## src/rtl/mux4_rr_arbiter.sv

```systemverilog
// Round-robin arbiter wrapped around an external 8-bit 4:1 mux.
// Chooses a requesting source, steers the mux selects to it, captures the mux
// output into a register and offers that word on a valid/ready port.
module mux4_rr_arbiter #(
  parameter int         WIDTH      = 8,
  parameter logic [1:0] RESET_LAST = 2'd3
) (
  input  logic             clk,
  input  logic             rst_n,
  input  logic [3:0]       req,
  output logic [3:0]       gnt,
  output logic             s0,
  output logic             s1,
  input  logic [WIDTH-1:0] y,
  output logic [WIDTH-1:0] out_data,
  output logic             out_valid,
  input  logic             out_ready
);

  typedef enum logic [1:0] {
    IDLE = 2'd0,
    SEL  = 2'd1,
    HOLD = 2'd2
  } state_t;

  state_t             state_q, state_d;
  logic [1:0]         sel_q, sel_d;
  logic [1:0]         last_q, last_d;
  logic [WIDTH-1:0]   data_q, data_d;
  logic               valid_q, valid_d;
  logic [1:0]         winner;

  // Scan from the largest offset down so the nearest requester after 'last'
  // overwrites the others; offset 4 wraps back onto 'last' itself.
  function automatic logic [1:0] pickWinner(input logic [1:0] last,
                                            input logic [3:0] r);
    logic [1:0] idx;
    logic [1:0] found;
    found = last;
    for (int k = 4; k >= 1; k--) begin
      idx = last + 2'(k);
      if (r[idx]) found = idx;
    end
    return found;
  endfunction

  assign winner = pickWinner(last_q, req);

  // State and datapath registers; reset drops any pending word and restores priority.
  always_ff @(posedge clk) begin
    if (!rst_n) begin
      state_q <= IDLE;
      sel_q   <= 2'b00;
      last_q  <= RESET_LAST;
      data_q  <= '0;
      valid_q <= 1'b0;
    end else begin
      state_q <= state_d;
      sel_q   <= sel_d;
      last_q  <= last_d;
      data_q  <= data_d;
      valid_q <= valid_d;
    end
  end

  // Next-state logic: select in IDLE, capture in SEL, hand off in HOLD.
  always_comb begin
    state_d = state_q;
    sel_d   = sel_q;
    last_d  = last_q;
    data_d  = data_q;
    valid_d = valid_q;
    unique case (state_q)
      IDLE: begin
        if (|req) begin
          sel_d   = winner;
          state_d = SEL;
        end
      end
      SEL: begin
        data_d  = y;
        valid_d = 1'b1;
        last_d  = sel_q;
        state_d = HOLD;
      end
      HOLD: begin
        if (out_ready) begin
          valid_d = 1'b0;
          if (|req) begin
            sel_d   = winner;
            state_d = SEL;
          end else begin
            state_d = IDLE;
          end
        end
      end
      default: begin
        state_d = IDLE;
        valid_d = 1'b0;
      end
    endcase
  end

  // Moore outputs: grant only while the selected word is being captured.
  always_comb begin
    gnt       = 4'b0000;
    if (state_q == SEL) gnt[sel_q] = 1'b1;
    s0        = sel_q[1];
    s1        = sel_q[0];
    out_data  = data_q;
    out_valid = valid_q;
  end

endmodule

```

## config.mk

```make
export PLATFORM = sky130hd
export DESIGN_NAME = mux4_rr_arbiter
export DESIGN_NICKNAME = d
export VERILOG_FILES = /design/src/rtl/mux4_rr_arbiter.sv
export SDC_FILE = /design/constraint.sdc
export NUM_CORES = 1
export LEC_CHECK = 0
export ABC_CLOCK_PERIOD_IN_PS = 3100
export CAP_MARGIN = 15
export CORE_MARGIN = 4
export CORE_UTILIZATION = 42
export CTS_CLUSTER_SIZE = 25
export DETAILED_ROUTE_END_ITERATION = 8
export PLACE_DENSITY = 0.77
export RECOVER_POWER = 100
export SYNTH_ARGS = -nofsm -noshare
export SYNTH_HDL_FRONTEND = slang
export SYNTH_SLANG_ARGS = --single-unit
```

## constraint.sdc

```tcl
create_clock -name clk -period 3.1 [get_ports clk]
set_input_delay 0.465 -clock clk [delete_from_list [all_inputs] [get_ports clk]]
set_output_delay 0.465 -clock clk [all_outputs]
set_load 0.03 [all_outputs]
```

After elaboration in Yosys (flattened, before gate mapping)
Index checks and enable logic that the tools add are counted.

storage, ports and cells
  register bits after elaboration = 15
  word-level logic and storage cells = 46

operators by class
  $add $sub $neg = 3
  $lt $le $gt $ge = 5
  equality and inequality tests = 4
  mux-type cells = 21
  bitwise logic cells = 1
  reduce and logical (&&, ||, !) cells = 7

operators by type and width
  cell                 number
  $mux 2               7
  $lt 2x3->1 const B   4
  $bmux 1 s2           3
  $mux 1               6
  $pmux 2 s3           1
  $reduce_and 2->1     3
  $add 2x2->2 const B  2
  $mux 4               1
  $ne 2x2->1 const B   2
  $pmux 2 s2           1
  $reduce_or 4->1      1
  $pmux 1 s3           1
  $add 2x1->2 const B  1
  $demux 1 s2          1
  $eq 2x1->1 const B   1
  $eq 2x2->1 const B   1
  $ge 2x1->1 const B   1
  $logic_not 2->1      1
  $reduce_bool 2->1    1
  $logic_and 1x1->1    1
  $not 1->1            1

Longest topological paths before layout
Gate-level depths: netlist of run 1.

  depth after elaboration = 9
  depth in mapped cells = 4

Least setup slack after synthesis of run 1
No wires, ideal clock.

  kind = register -> output
  start = reg state_q[1]
  end = out gnt[2]
  arrival = 1.420 ns
  setup slack = 1.215 ns
  cell stages (with the launch flop) = 4
  path through = dfxtp_1 > nand2b_1 > clkbuf_1 > nor3b_1

on the way
  cells in the longest elaborated chain, start to end = 2

RTL lines
  element                 line  source
  from (decl)             26    state_t state_q, state_d;
  from (signal assigned)  58    state_q <= state_d;
  $eq 2x1->1              107   if (state_q == SEL) gnt[sel_q] = 1'b1;
  $mux 4                  107
  to (decl)               11    output logic [3:0] gnt,

Every way passes these cells.

Final worst setup path of run 1
  start = reg state_q[0]
  end = out gnt[1]

The elaborated chain is that of the path after synthesis.

==> impl_metrics.py, run 1 <==
metrics = {
    "worst_setup_path": {
        "setup.worst_path.start": "state_q[0]$_SDFFE_PN0P_",
        "path_delay_family": "buffers and inverters",
        "path_cells": "nor2b_1, nand2_1, nor2_1, dlygate4sd3_1",
        "cp_num_buf_inv": 1,
        "cpPeakStageDelay_ps": 750,
        "arrival_ps": 2070,
        "r2r-start": "state_q[0]$_SDFFE_PN0P_",
        "start_kind": "register",
        "worstSetupPathType": "reg -> out",
        "cpMaxStageDelayCell": "dlygate4sd3_1",
        "cp_max_fo": 6,
        "cp_data_required_time_ps": 2630,
        "end_kind": "output port",
    },
    "final_layout": {
        "drive_gt1_frac": 0.07080,
        "final_common_cell": "nand2_1",
        "fin_nets": 129,
        "diodes": 0,
        "final_cell_mix": "nand2_1, dlygate4sd3_1, dfxtp_1",
        "num-fill-cells": 132,
        "register_area_um2": 300.3,
        "area_growth_syn_to_layout_pct": 47.66,
        "multi_input_area_um2": 332.8,
    },
    "synthesis": {
        "ys_seq_elements": 15,
        "synth_edf_count": 0,
        "synth_ff_type": "dfxtp_1",
        "ys_seq_area_frac": 0.4486,
        "netlist_top_cells_area": "dfxtp_1, nand2_1, a21oi_1",
        "syn_area_um2": 669.4,
        "yosysWarnings": 0,
        "syn_nets": 97,
        "yosys.area.top_type_share": 0.4486,
        "netlist_instances": 82,
        "synth_cell_types": 29,
        "ys_async_sr_fraction": 0,
        "yosysTopAreaCell": "dfxtp_1",
        "synth.avg_cell_area_um2": 8.163,
    },
    "drt": {
        "drtAntennaViolNets": 0,
        "num_vias": 695,
        "first_iter_violations": 18,
        "first_pass_iters": 4,
        "route.detailed.drc": 0,
        "wl_um": 1744,
        "wl_per_cell_um": 13.52,
        "viasPerCell": 5.388,
    },
    "floorplanning": {
        "initial_core_util": 0.4444,
        "fp-row-count": 14,
        "die_y_um": 47.92,
        "core-area_um2": 1506,
        "die_width_um": 47.92,
        "dieArea_um2": 2296,
        "pin_count": 30,
    },
    "sta": {
        "tightestPinTransition_ps": 406.8,
        "finalSetupViolations": 0,
        "relSlewSlack": 0.7288,
        "maxSlewViolCount": 0,
        "setup_tns_ps": 0,
        "fmax_ghz": 0.3944,
        "setup_slack_ps": 564.4,
        "layout_worst_path_cycle_share": 0.8179,
        "rsz0062_at_grt": "no",
        "clock_skew_ps": 1.722,
        "hold_viol_final": 0,
        "period_minus_slack_ps": 2536,
    },
    "global_routing": {
        "grt_max_degree": 12,
        "grt_pass1_wl_um": 2691,
        "grt_pass1_vias": 565,
        "antenna_found_initial": 0,
        "grt_remaining_overflow": 0,
        "globalRouteTotalUtil": 0.1750,
    },
    "cts": {
        "clk_pin_slew_ps": 90,
        "cts_setup_buffers": 0,
        "cts_hold_buf": 0,
        "htree_num_levels": 1,
        "cts_buffers": 3,
        "cts_root_buffer": "clkbuf_4",
        "cts_tree": "yes",
        "cts.repair.resized": 0,
        "cts_buffer_depth": 2,
        "cts.sinks": 15,
        "worstSkewPairLatency_ps": 290,
    },
    "power": {
        "p_leak_uw": 0.0004388,
        "power_density_nw_per_um2": 478.5,
        "peakVddDrop_mv": 0.2484,
    },
    "hold_path": {
        "worstHoldPathType": "reg -> reg",
        "hp-start": "out_data[0]$_SDFFE_PN0P_",
    },
    "outcome": {
        "outcome": "complete, no violations",
    },
    "placement": {
        "place.gp.congestion": 0.7563,
        "numPortBuffers": 29,
        "dpl.hpwl_um": 1262,
        "pre_cts_ws_ps": 925.8,
    },
    "job": {
        "drv_cap": 0,
    },
}
## worst register-to-register path, delay by kind of cell (launching register included)
family                 cells  cell delay [ps]
AO/OA/AOI/OAI              1              130
buffers and inverters      1              360
flip-flops                 1              410
AND/OR/NAND/NOR            2              470
## path summary, 6_finish.rpt
kind | slack, ps | end | cells after the start
hold / removal | 460 | out_data[0]$_SDFFE_PN0P_ | 2
hold reg to reg | 460 | out_data[0]$_SDFFE_PN0P_ | 2
setup reg to reg | 1660 | out_data[3]$_SDFFE_PN0P_ | 4
setup / recovery | 560 | gnt[1] | 4
## cell families after synthesis
family,Yosys count,synth area share
simple gates,40,0.2991
compound gates,19,0.1963
flops,15,0.4486
buf+inv,7,0.04111
mux,1,0.01495
## synthesized netlist by cell type (2+ instances only)
cell,n
nand2_1,23
dfxtp_1,15
a21oi_1,9
inv_1,4
nor2_1,3
clkbuf_1,2
nor3_1,2
o211ai_1,2
or2b_2,2
## where the power goes
part | leakage [uW] | internal [uW] | switching (uW)
Sequential | 0.000124 | 210 | 16.5
Combinational | 0.000300 | 58.7 | 73.5
Clock | 0.0000150 | 50.1 | 64.2
## metal layers
layer / routed length [um] / track usage / part of all wire
met1: 760 / 0.2460 / 0.44
met2: 814 / 0.2401 / 0.47
met3: 143 / 0.04511 / 0.082
met4: 26 / 0.09677 / 0.015
met5: 0 / 0 / 0
## flip-flops by register name, summed over array words and instances (netlist names)
register / flops
sel_q: 2
last_q: 2
out_data: 8
state_q: 2
out_valid: 1
## layout make-up
type                       instances  area share
tap                               16     0.02025
timing repair buffer              30      0.2975
inverter                           4     0.01519
sequential                        15      0.3038
multi-input combinational         60      0.3367
clock buffer                       4     0.02658
## stage by stage
stage | util | hold slack, ps | total power [uW] | instance area (um2) | cells
3_3_place_gp | 0.6470 | 440.4 | 369.1 | 974.7 | 125
6_report | 0.6561 | 455.4 | 473.0 | 988.4 | 129
3_5_place_dp | 0.6470 | 449.3 | 371.5 | 974.7 | 125
5_1_grt | 0.6561 | 484.1 | 499.3 | 988.4 | 129
2_1_floorplan | - | 503.3 | 309.2 | 669.4 | 82
4_1_cts | 0.6645 | 461.4 | 485.4 | 1001 | 129
Note: power is estimated with default switching activity, not from simulation.
==> inputs of run 2 (changes only) <==
ABC_CLOCK_PERIOD_IN_PS = 2560   (was 3100)
CORE_UTILIZATION = 39   (was 42)
PLACE_DENSITY = 0.72   (was 0.77)
clock period = 2.56 ns   (was 3.1 ns; I/O delays follow)
==> run 2 against run 1 <==
- core utilization fell by 2.0 points
- non-clock buffer count rose by 1
- cell area rose by 0.38%
- setup slack got worse by 360 ps
- critical path depth fell by 1
- cell count rose by 0.78%
- worst hold slack got worse by 2.1 ps
- register-to-register slack got worse by 380 ps
- die area rose by 6.4%
- via count fell by 5.0%
- total power rose by 19%
- largest cell class unchanged
- highest routed layer unchanged
==> impl_metrics.py, run 2 (synthesized netlist as in run 1, its figures left out) <==
metrics = {
    "outcome": {
        "outcome": "complete, no violations",
    },
    "sta": {
        "tightestPinTransition_ps": 418.8,
        "fmax_ghz": 0.4244,
        "maxSlewViolCount": 0,
        "layout_worst_path_cycle_share": 0.9205,
        "clock_skew_ps": 3.721,
        "hold_viol_final": 0,
        "setup_tns_ps": 0,
        "setup_slack_ps": 203.5,
        "finalSetupViolations": 0,
        "relSlewSlack": 0.7208,
        "rsz0062_at_grt": "no",
        "period_minus_slack_ps": 2357,
    },
    "placement": {
        "dpl.hpwl_um": 1247,
        "pre_cts_ws_ps": 533.6,
        "numPortBuffers": 29,
        "place.gp.congestion": 0.7324,
    },
    "global_routing": {
        "antenna_found_initial": 0,
        "grt_pass1_wl_um": 2787,
        "globalRouteTotalUtil": 0.1444,
        "grt_remaining_overflow": 0,
        "grt_max_degree": 12,
        "grt_pass1_vias": 606,
    },
    "hold_path": {
        "hp-start": "out_data[5]$_SDFFE_PN0P_",
        "whs_path_depth": 2,
        "holdPathEnd": "out_data[5]$_SDFFE_PN0P_",
        "worstHoldPathType": "reg -> reg",
    },
    "drt": {
        "first_pass_iters": 4,
        "viasPerCell": 5.077,
        "first_iter_violations": 5,
        "drtAntennaViolNets": 0,
        "num_vias": 660,
        "wl_per_cell_um": 12.33,
        "route.detailed.drc": 0,
        "wl_um": 1603,
    },
    "floorplanning": {
        "core-area_um2": 1559,
        "die_width_um": 49.43,
        "fp-row-count": 14,
        "die_y_um": 49.43,
        "initial_core_util": 0.4294,
        "pin_count": 30,
        "dieArea_um2": 2443,
    },
    "final_layout": {
        "largest_reg_flops": 8,
        "final_common_cell": "nand2_1",
        "area_growth_syn_to_layout_pct": 48.22,
        "fin_nets": 130,
        "diodes": 0,
        "num-fill-cells": 141,
        "final_cell_mix": "nand2_1, dlygate4sd3_1, dfxtp_1",
        "drive_gt1_frac": 0.07018,
    },
    "cts": {
        "clk_pin_slew_ps": 80,
        "cts.repair.resized": 0,
        "cts.sinks": 15,
        "cts_root_buffer": "clkbuf_4",
        "cts_buffers": 3,
        "worstSkewPairLatency_ps": 280,
        "cts_hold_buf": 0,
        "cts_buffer_depth": 2,
        "cts_tree": "yes",
        "cts_setup_buffers": 0,
        "htree_num_levels": 1,
    },
    "worst_setup_path": {
        "arrival_ps": 1970,
        "reg2regPathDepth": 4,
        "cpMaxStageDelayCell": "dlygate4sd3_1",
        "path_cells": "nor2b_1, and3_1, dlygate4sd3_1",
        "start_kind": "register",
        "cp_data_required_time_ps": 2180,
        "rrSetupSlack_ps": 1280,
        "path_delay_family": "buffers and inverters",
        "worstSetupPathType": "reg -> out",
        "r2r-end": "out_data[4]$_SDFFE_PN0P_",
        "cpPeakStageDelay_ps": 740,
        "cp_num_buf_inv": 1,
        "end_kind": "output port",
        "r2r-start": "state_q[0]$_SDFFE_PN0P_",
        "cp_max_fo": 6,
    },
    "job": {
        "drv_cap": 0,
    },
    "power": {
        "power_density_nw_per_um2": 567.5,
        "switching_power_uw": 176.4,
        "clock_power_share": 0.231,
        "p_leak_uw": 0.0004367,
        "p_int_uw": 386.7,
        "power_switching_share": 0.3133,
        "seqPwrFrac": 0.487,
        "peakVddDrop_mv": 0.3258,
        "combPwrFrac": 0.281,
    },
}
## run 2: metrics by stage
stage,power (uW),cells,hold WS (ps),utilization,instance area [um2]
after detailed placement,451.9,126,449.6,0.6300,982.2
after floorplan,374.4,82,455.8,-,669.4
final,563.1,130,453.3,0.6364,992.2
after CTS,582.8,130,461.2,0.6469,1008
after global routing,593.6,130,473.4,0.6364,992.2
after global placement,449.9,126,442.3,0.6300,982.2
## run 2: how the worst max path moves through the flow
stage	from	to	slack, ps	cells past startpoint
after CTS	state_q[0]$_SDFFE_PN0P_	gnt[1]	220	4
after global placement	state_q[1]$_SDFFE_PN0P_	gnt[2]	570	3
after detailed placement	state_q[0]$_SDFFE_PN0P_	gnt[1]	530	4
after global routing	state_q[0]$_SDFFE_PN0P_	gnt[3]	50	3
after floorplan	state_q[1]$_SDFFE_PN0P_	gnt[2]	760	3
final	state_q[0]$_SDFFE_PN0P_	gnt[3]	200	3
## run 2: power groups by stage
stage	logic, uW	clock network (uW)	registers, uW
floorplan	72.5	0	302
finish	158	130	274
detailed placement	172	0	280
global placement	171	0	279
global route	171	143	279
CTS	172	136	275
## run 2: layer usage
metal  vias to the layer above  share of wire  track usage
met5                         -              0            0
met4                         0         0.0081      0.04147
met3                         2          0.069      0.05810
met2                        18           0.43       0.2121
met1                       296           0.49       0.1933
li1                        344              -            -
## run 2: layout make-up
type                    count  area [um2]  share of cell area
repair buffers             31       297.8              0.3001
multi-input cells          60       332.8              0.3354
clock buffers               4       26.28             0.02648
well taps                  16       20.02             0.02018
flip-flops and latches     15       300.3              0.3026
inverters                   4       15.01             0.01513
## run 2: worst register-to-register path, stage by stage, from the launching register on
cell and delay (ps):
dfxtp_1 410, nor2b_1 340, clkbuf_1 240, nand2_1 80, a21oi_1 130
==> inputs of run 3 (changes only) <==
ABC_CLOCK_PERIOD_IN_PS = 3000   (was 2560)
CORE_UTILIZATION = 42   (was 39)
GPL_ROUTABILITY_DRIVEN = 0   (was default)
PLACE_DENSITY = 0.77   (was 0.72)
clock period = 3 ns   (was 2.56 ns; I/O delays follow)
==> results of run 3 <==
Same layout as run 1 (identical final DEF). Status: complete, no violations.
Main changes from that run: setup slack after placement 925.8 ps -> 840.8 ps; setup slack after layout 564.4 ps -> 479.4 ps; register-to-register setup slack 1660 ps -> 1560 ps; total power 473.0 uW -> 488.7 uW; worst IR drop on VDD 0.2484 mV -> 0.2566 mV
